==> config.mk <==
export PLATFORM = sky130hd
export DESIGN_NAME = fft_filter_arbiter
export DESIGN_NICKNAME = d
export VERILOG_FILES = /design/src/rtl/fft_filt_pkg.sv /design/src/rtl/fft_filter_arbiter_tag_fifo.sv /design/src/rtl/fft_filter_arbiter.sv
export SDC_FILE = /design/constraint.sdc
export NUM_CORES = 1
export LEC_CHECK = 0
export ABC_AREA = 1
export CAP_MARGIN = 20
export CORE_AREA = 2 2 156 158
export CTS_CLUSTER_SIZE = 12
export DETAILED_ROUTE_END_ITERATION = 6
export DIE_AREA = 0 0 158 160
export GPL_ROUTABILITY_DRIVEN = 1
export HOLD_SLACK_MARGIN = 0.02
export PLACE_DENSITY = 0.51
export SYNTH_ARGS = -nofsm -noshare
export SYNTH_HDL_FRONTEND = slang
export SYNTH_SLANG_ARGS = --single-unit
==> constraint.sdc <==
create_clock -name aclk -period 2.65 [get_ports aclk]
set_clock_uncertainty 0.05 [all_clocks]
set_input_delay 0.795 -clock aclk [delete_from_list [all_inputs] [get_ports aclk]]
set_output_delay 0.795 -clock aclk [all_outputs]
set_load 0.1 [all_outputs]
==> src/rtl/fft_filt_pkg.sv <==
// Shared constants and state type for the FFT filter arbiter slice.
package fft_filt_pkg;

  localparam int DATA_W          = 64;
  localparam int IMG_DIM         = 128;
  localparam int FRAME_BEATS_DEF = IMG_DIM * IMG_DIM;

  typedef enum logic {
    IDLE = 1'b0,
    LOCK = 1'b1
  } arb_state_t;

endpackage

==> src/rtl/fft_filter_arbiter_tag_fifo.sv <==
// In-order FIFO of 1-bit channel tags, one entry per frame in flight
// between the arbiter grant and the multiplier output tlast.
module tag_fifo #(
  parameter int DEPTH = 4
) (
  input  logic aclk,
  input  logic aresetn,
  input  logic push,
  input  logic push_tag,
  input  logic pop,
  output logic head,
  output logic full,
  output logic empty
);

  localparam int PTR_W = $clog2(DEPTH);

  logic [DEPTH-1:0] mem;
  logic [PTR_W-1:0] wr_ptr;
  logic [PTR_W-1:0] rd_ptr;
  logic [PTR_W:0]   count;
  logic             do_push;
  logic             do_pop;

  assign full    = (count == (PTR_W+1)'(DEPTH));
  assign empty   = (count == '0);
  assign head    = mem[rd_ptr];
  assign do_push = push & ~full;
  assign do_pop  = pop & ~empty;

  // Storage, pointers (wrap naturally, DEPTH is a power of two) and occupancy.
  always_ff @(posedge aclk or negedge aresetn) begin
    if (!aresetn) begin
      mem    <= '0;
      wr_ptr <= '0;
      rd_ptr <= '0;
      count  <= '0;
    end else begin
      if (do_push) begin
        mem[wr_ptr] <= push_tag;
        wr_ptr      <= wr_ptr + PTR_W'(1);
      end
      if (do_pop) begin
        rd_ptr <= rd_ptr + PTR_W'(1);
      end
      case ({do_push, do_pop})
        2'b10:   count <= count + (PTR_W+1)'(1);
        2'b01:   count <= count - (PTR_W+1)'(1);
        default: count <= count;
      endcase
    end
  end

endmodule

==> src/rtl/fft_filter_arbiter.sv <==
// Frame-granular round-robin arbiter sharing one filter multiplier between
// two FFT channel streams, with tag-FIFO routing of the multiplier output.
//
//   state | meaning
//   IDLE  | no channel locked; pick next channel if the tag FIFO has room
//   LOCK  | granted channel streams into the multiplier until its tlast beat
import fft_filt_pkg::*;

module fft_filter_arbiter #(
  parameter int FRAME_BEATS = FRAME_BEATS_DEF,
  parameter int TAG_DEPTH   = 4
) (
  input  logic              aclk,
  input  logic              aresetn,
  input  logic              s0_axis_tvalid,
  output logic              s0_axis_tready,
  input  logic [DATA_W-1:0] s0_axis_tdata,
  input  logic              s0_axis_tlast,
  input  logic              s1_axis_tvalid,
  output logic              s1_axis_tready,
  input  logic [DATA_W-1:0] s1_axis_tdata,
  input  logic              s1_axis_tlast,
  output logic              mul_m_axis_tvalid,
  input  logic              mul_m_axis_tready,
  output logic [DATA_W-1:0] mul_m_axis_tdata,
  output logic              mul_m_axis_tlast,
  input  logic              mul_s_axis_tvalid,
  output logic              mul_s_axis_tready,
  input  logic [DATA_W-1:0] mul_s_axis_tdata,
  input  logic              mul_s_axis_tlast,
  output logic              m0_axis_tvalid,
  input  logic              m0_axis_tready,
  output logic [DATA_W-1:0] m0_axis_tdata,
  output logic              m0_axis_tlast,
  output logic              m1_axis_tvalid,
  input  logic              m1_axis_tready,
  output logic [DATA_W-1:0] m1_axis_tdata,
  output logic              m1_axis_tlast,
  output logic              grant_id,
  output logic              busy,
  output logic              frame_err
);

  // One spare code above FRAME_BEATS so the saturated count still mismatches.
  localparam int             CNT_W   = $clog2(FRAME_BEATS + 2);
  localparam logic [CNT_W-1:0] CNT_MAX = CNT_W'(FRAME_BEATS);

  arb_state_t        state;
  arb_state_t        state_nxt;
  logic              last_grant;
  logic              grant_nxt;
  logic              do_grant;
  logic [CNT_W-1:0]  beat_cnt;
  logic              lock;
  logic              sel_valid;
  logic              sel_last;
  logic [DATA_W-1:0] sel_data;
  logic              mul_hs;
  logic              frame_end;
  logic              fifo_head;
  logic              fifo_full;
  logic              fifo_empty;
  logic              fifo_pop;
  logic              route0;
  logic              route1;

  assign lock      = (state == LOCK);
  assign busy      = lock;
  assign sel_valid = grant_id ? s1_axis_tvalid : s0_axis_tvalid;
  assign sel_last  = grant_id ? s1_axis_tlast  : s0_axis_tlast;
  assign sel_data  = grant_id ? s1_axis_tdata  : s0_axis_tdata;

  // tlast is qualified by tvalid: the multiplier resets its position on tlast alone.
  assign mul_m_axis_tvalid = lock & sel_valid;
  assign mul_m_axis_tlast  = lock & sel_valid & sel_last;
  assign mul_m_axis_tdata  = lock ? sel_data : '0;
  assign s0_axis_tready    = lock & ~grant_id & mul_m_axis_tready;
  assign s1_axis_tready    = lock &  grant_id & mul_m_axis_tready;
  assign mul_hs            = mul_m_axis_tvalid & mul_m_axis_tready;
  assign frame_end         = mul_hs & mul_m_axis_tlast;

  // Next-state and grant selection; both valid alternates away from last winner.
  always_comb begin
    state_nxt = state;
    do_grant  = 1'b0;
    grant_nxt = grant_id;
    case (state)
      IDLE: begin
        if ((s0_axis_tvalid | s1_axis_tvalid) && !fifo_full) begin
          do_grant  = 1'b1;
          grant_nxt = (s0_axis_tvalid && s1_axis_tvalid) ? ~last_grant : s1_axis_tvalid;
          state_nxt = LOCK;
        end
      end
      LOCK: begin
        if (frame_end) state_nxt = IDLE;
      end
    endcase
  end

  // State register and grant bookkeeping; last_grant resets to 1 so ch0 wins first.
  always_ff @(posedge aclk or negedge aresetn) begin
    if (!aresetn) begin
      state      <= IDLE;
      grant_id   <= 1'b0;
      last_grant <= 1'b1;
    end else begin
      state <= state_nxt;
      if (do_grant) begin
        grant_id   <= grant_nxt;
        last_grant <= grant_nxt;
      end
    end
  end

  // Saturating beat counter and one-cycle length-error pulse after each tlast.
  always_ff @(posedge aclk or negedge aresetn) begin
    if (!aresetn) begin
      beat_cnt  <= '0;
      frame_err <= 1'b0;
    end else begin
      frame_err <= frame_end && ((beat_cnt + CNT_W'(1)) != CNT_MAX);
      if (frame_end) begin
        beat_cnt <= '0;
      end else if (mul_hs && (beat_cnt != CNT_MAX)) begin
        beat_cnt <= beat_cnt + CNT_W'(1);
      end
    end
  end

  // Output routing follows the FIFO head with no added latency.
  assign route0            = ~fifo_empty & ~fifo_head;
  assign route1            = ~fifo_empty &  fifo_head;
  assign mul_s_axis_tready = (route0 & m0_axis_tready) | (route1 & m1_axis_tready);
  assign m0_axis_tvalid    = route0 & mul_s_axis_tvalid;
  assign m0_axis_tlast     = route0 & mul_s_axis_tlast;
  assign m0_axis_tdata     = route0 ? mul_s_axis_tdata : '0;
  assign m1_axis_tvalid    = route1 & mul_s_axis_tvalid;
  assign m1_axis_tlast     = route1 & mul_s_axis_tlast;
  assign m1_axis_tdata     = route1 ? mul_s_axis_tdata : '0;
  assign fifo_pop          = mul_s_axis_tvalid & mul_s_axis_tready & mul_s_axis_tlast;

  tag_fifo #(
    .DEPTH(TAG_DEPTH)
  ) u_tag_fifo (
    .aclk     (aclk),
    .aresetn  (aresetn),
    .push     (do_grant),
    .push_tag (grant_nxt),
    .pop      (fifo_pop),
    .head     (fifo_head),
    .full     (fifo_full),
    .empty    (fifo_empty)
  );

endmodule
Word level (Yosys, flattened, before mapping)
Cells that the tools add are included.
{"block": "op_classes", "add_sub_neg": 5, "magnitude_cmp": 3, "reduce_logical": 9, "n_bitwise": 28, "muxes": 21, "eq_ne": 5}
{"operator": "two-way mux 64 bit", "count": 4}
{"operator": "two-way mux 15 bit", "count": 2}
{"operator": "!= test 15 bit (second input constant)", "count": 2}
{"operator": "bitwise AND 1 bit", "count": 20}
{"operator": "adder 15 x 1 -> 15 bit (second input constant)", "count": 1}
{"operator": "two-way mux 1 bit", "count": 10}
{"operator": "less-than comparator 2 x 3 -> 1 bit (second input constant)", "count": 2}
{"operator": "NOT 1 bit", "count": 6}
{"operator": "case mux 3 bit (2 select lines)", "count": 1}
{"operator": "logical AND 1 bit", "count": 5}
{"operator": "adder 2 x 1 -> 2 bit (second input constant)", "count": 2}
{"operator": "bitwise mux 4 bit", "count": 1}
{"operator": "nonzero test 2 bit", "count": 2}
{"operator": "adder 3 x 1 -> 3 bit (second input constant)", "count": 1}
{"operator": "equality test 3 bit (second input constant)", "count": 1}
{"operator": "logical NOT 3 bit", "count": 1}
{"operator": "subtractor 3 x 1 -> 3 bit (second input constant)", "count": 1}
{"operator": "binary-select mux 1 bit (select 2 bit)", "count": 1}
{"operator": "demux 1 bit (select 2 bit)", "count": 1}
{"operator": "equality test 2 x 1 -> 1 bit (second input constant)", "count": 1}
{"operator": "equality test 2 bit (second input constant)", "count": 1}
{"operator": "greater-or-equal comparator 2 x 1 -> 1 bit (second input constant)", "count": 1}
{"operator": "OR 1 bit", "count": 2}
{"operator": "case mux 1 bit (2 select lines)", "count": 1}
{"operator": "logical NOT 1 bit", "count": 1}
{"block": "totals", "wordCells": 80, "ff_bits": 30}

Depth between registers and ports, before layout
{"block": "logic_depth", "ltp_word": 11, "mapped_depth": 15}

Hierarchy
From an unflattened synthesis, not the netlist that was laid out.
{"block": "hier_totals", "cells_unflattened": 569, "hier_area_um2": 3392.0}
{"mod": "fft_filter_arbiter", "area_per_inst_um2": 2723.9, "seq_area_each_um2": 476.7, "instances": 1, "cells_each": 486}
{"mod": "tag_fifo", "area_per_inst_um2": 668.1, "seq_area_each_um2": 275.3, "instances": 1, "cells_each": 83}

Least setup slack after synthesis
Ideal clock, no wire load.
{"block": "synth_timing", "path_type": "flip-flop to output port", "start": "reg grant_id", "end": "out s0_axis_tready", "setup_slack_ps": -1690, "path_stages_with_launch": 5, "arrival_time_ps": 3495, "n_path_buf": 3, "cell_sequence": "dfrtp_1 buf_4 buf_2 buf_1 nor3_1"}
{"block": "synth_between", "elab_chain_len": 3}
{"element": "start: declaration", "line": "fft_filter_arbiter.sv:39", "source": "output logic grant_id,"}
{"element": "start signal: assignment", "line": "fft_filter_arbiter.sv:110", "source": "grant_id <= grant_nxt;"}
{"element": "NOT 1 bit", "line": "fft_filter_arbiter.sv:77", "source": "assign s0_axis_tready = lock & ~grant_id & mul_m_axis_tready;"}
{"element": "bitwise AND 1 bit (2 in a row)", "line": "fft_filter_arbiter.sv:77"}
{"element": "end: declaration", "line": "fft_filter_arbiter.sv:16", "source": "output logic s0_axis_tready,"}
No other way between the ends.

Worst setup path in the final report
{"block": "layout_timing", "start": "reg u_tag_fifo.rd_ptr[0]", "end": "out m1_axis_tdata[15]"}
{"block": "layout_between", "elab_chain_len": 4}
{"element": "start: declaration", "line": "fft_filter_arbiter_tag_fifo.sv:20", "source": "logic [PTR_W-1:0] rd_ptr;"}
{"element": "start signal: assignment", "line": "fft_filter_arbiter_tag_fifo.sv:44", "source": "rd_ptr <= rd_ptr + PTR_W'(1);"}
{"element": "binary-select mux 1 bit (select 2 bit)", "line": "fft_filter_arbiter_tag_fifo.sv:27", "source": "assign head = mem[rd_ptr];"}
{"element": "two-way mux 1 bit (implied by the code)", "line": "fft_filter_arbiter_tag_fifo.sv:27"}
{"element": "bitwise AND 1 bit", "line": "fft_filter_arbiter.sv:133", "source": "assign route1 = ~fifo_empty & fifo_head;"}
{"element": "two-way mux 64 bit", "line": "fft_filter_arbiter.sv:140", "source": "assign m1_axis_tdata = route1 ? mul_s_axis_tdata : '0;"}
{"element": "end: declaration", "line": "fft_filter_arbiter.sv:37", "source": "output logic [DATA_W-1:0] m1_axis_tdata,"}
No other way between the ends. The select of a mux whose other input is x is not followed.

==> parameters.txt <==
Parameter                              Value

Logic synthesis
  Synthesized cell area    0.00375 mm²
  Post-synthesis simple-gate area fraction    52.4%
  Average instance area after synthesis    5.40 µm²
  Ys async rst share    100%
  Proportion of synthesized chip area in sequential cells    20.0%
  Register bit total from synthesis    30
  Number of warnings reported in the yosys synthesis log    0
  Complex-gate fraction of the synthesized area    5.13%
  Number of different library cells in the post-synthesis netlist    33
  Largest family of logic cells by synthesized area    simple AND/OR/NAND/NOR gates
  Proportion of synthesized area in mux cells    0.600%
  Syn_nets    907
  Commonest register cell after synthesis    dfrtp_1
  Fraction of the mapped netlist area in adder cells    3.20%
  Synthesized netlist cell count    695
  Number of flops mapped to enable cells by yosys    0
  Fraction of synthesized cell area in xor and xnor cells    0.933%

Clock network
  Clk buf depth    2
  Buffer cell driving the clock tree root    clkbuf_16
  CTS tree    yes
  Total of hold buffers inserted after clock tree synthesis    0
  Num Clock Sinks    30
  Clock-pin transition on the worst setup and hold timing paths    0.05 ns
  Maximum level of the CTS H-tree    2
  Clock latency reported for the late side of the worst-skew pair    0.28 ns
  Number of buffers added by the clock tree synthesis step    5

Worst setup path
  Worst setup EP type    output pin
  Standard cell with the maximum stage delay on the critical path    dfrtp_2
  Critical path, cell by cell    inv_2 > nand2_1 > nand3_1 > nand2_4 > nor2_4 > inv_8 > clkbuf_16 > nor2_4 > buf_12
  CP dominant cell by count    nor2_4
  Endpoint arrival time on the critical path    1.79 ns
  Family with the most delay on the worst path    buffers and inverters
  Worst Path Required    1.81 ns
  Critical-path maximum fanout    17
  Crit path largest cell delay    0.43 ns
  CP Buf/Inv Count    4
  Nature of the critical path startpoint    register
  Type of the worst setup path    register to output pin

Hold path
  Type of the worst min-delay path    register to register

Routing
  Routed vias    5778
  Detailed-route wire length    23700 µm
  Post-DR wirelength/cell    16.6 µm
  Routed via count divided by cell count    4.05
  Remaining antenna violation count after routing    0
  Residual DRC count    0
  Pre-Repair DR Iteration Count    4
  Violation count after the first detailed-route iteration    229

Timing
  Measured slew at the worst slew-check pin    0.403 ns
  RSZ-0062 raised after global routing    true
  Final number of setup-violating endpoints    0
  Part of the cycle the worst path needs    99.6%
  Achievable clock frequency    0.379 GHz
  Tightest slew margin relative to the limit    73.1%
  Shortest period the worst path allows    2.64 ns
  Max-slew violations    0
  Final hold viol count    0

Placement
  Cell count after placement    1408
  RD Place Congestion    0.823
  Half-perimeter wire length after detailed placement    19500 µm
  Port buffer count    406
  Placed instance area    0.0111 mm²

Layout
  Leading cell type in the layout, fill and taps excluded    buf_12
  Top library cells by usage in the layout, fill and taps aside    206 x buf_12, 198 x clkdlybuf4s50_1, 123 x nand2_1, 116 x nor2_4, 105 x inv_1
  Ratio of cells with drive above 1 in the final layout    42.8%
  Synth-to-layout area growth    215%
  Final Non-Filler Cells    1428
  Final Core Density    49.6%
  Number of nets in the final layout    1314
  Final non-filler cell area    0.0118 mm²

Global routing
  Vias in the first global route    5575
  Number of antenna violations at the first check in global routing    4
  Total routing usage reported by global routing    17.6%
  Total gr overflow    0
  First-pass GRT wire length    34100 µm
  Largest net degree at the start of global routing    66

Run
  Count of maximum capacitance violations    0

Floorplanning
  Number of top-level pins    407
  Core Region    0.0238 mm²
  Row count    57
  Die area    0.0253 mm²
  Height of the die    160 µm
  Die W    158 µm
  Initial Util    15.8%

Run status
  Result of the run    finished, final reports clean
[metrics by stage]
step	hold slack [ns]	worst slack (ns)	TNS [ns]
final	0.419	0.0104	0
after global routing	0.445	-0.0924	-6.78
after CTS	0.420	-0.0357	-1.45
after detailed placement	0.413	-0.151	-0.296
after global placement	0.406	-0.165	-0.276
after floorplan	0.392	-0.425	-14.55
[cell type report]
class / count / area, µm²
antenna: 1 / 2.50
clock buffer: 8 / 146
fill: 2236 / 12000
inverter: 112 / 428
multi-input combinational: 512 / 3480
sequential: 30 / 761
tap: 324 / 405
timing repair buffer: 441 / 6600
[routing by layer]
metal	track usage [%]	part of all wire, %	vias up	wire (µm)
met5	0	0.11	-	27
met4	3.03	1.4	4	339
met3	5.94	9.0	25	2130
met2	32.5	53	201	12600
met1	19.5	36	2611	8620
li1	-	-	2937	-
[worst min-delay path: cells and delay by family, from the launching register on]
family           cells  cell delay [ns]
DFF                  1             0.37
and+or+nand+nor      2             0.10
[synthesized netlist by cell type, types with 2 or more instances]
library cell	n	area [µm²]
dfrtp_1	29	726
buf_6	6	67.6
nand2_1	190	713
buf_4	7	52.6
a21oi_1	3	15.0
nor2_2	4	25.0
nor2_1	153	574
buf_2	15	75.1
inv_1	107	402
nand4_1	8	50.1
nor2_4	2	22.5
o21ai_0	11	55.1
nor3_1	2	10.0
inv_2	5	18.8
nand3_1	98	490
a21oi_4	2	32.5
o21ai_1	14	70.1
ha_1	8	100
nand2_2	3	18.8
buf_1	2	7.51
xnor2_1	3	26.3
clkbuf_1	11	41.3
mux2_2	2	22.5
[final timing paths]
kind                                       from             endpoint  slack (ns)  cells after the start
setup / recovery           u_tag_fifo.rd_ptr[0]    m1_axis_tdata[15]        0.01                      9
hold / removal                       last_grant           last_grant        0.42                      2
setup reg to reg           u_tag_fifo.rd_ptr[0]  u_tag_fifo.count[2]        0.25                     15
hold reg to reg                      last_grant           last_grant        0.42                      2
max in group asynchronous               aresetn           last_grant        1.36                      2
min in group asynchronous               aresetn         beat_cnt[14]        0.86                      2
[logic make-up after synthesis]
logic type | after synthesis
and+or+nand+nor | 465
adders and majority gates | 9
AOI/OAI and AO/OA | 32
buffers and inverters | 153
muxes | 2
xor gates and xnor gates | 4
DFF | 30
[registers in the layout, summed over array words and instances (netlist names)]
| signal | flops |
|---|---|
| u_tag_fifo.count | 3 |
| beat_cnt | 15 |
| grant_id | 1 |
| last_grant | 1 |
| u_tag_fifo.rd_ptr | 2 |
| frame_err | 1 |
| u_tag_fifo.mem | 4 |
| busy | 1 |
| u_tag_fifo.wr_ptr | 2 |
[what timing repair did]
item	4_1_cts	5_1_grt
setup endpoints to repair	121	139
pin swaps	2	4
resized for setup	60	32
gates cloned	1	5
setup buffers	5	0
Power is not shown: default switching activity piles up to over one toggle a cycle in this logic, so the estimate is an artifact.
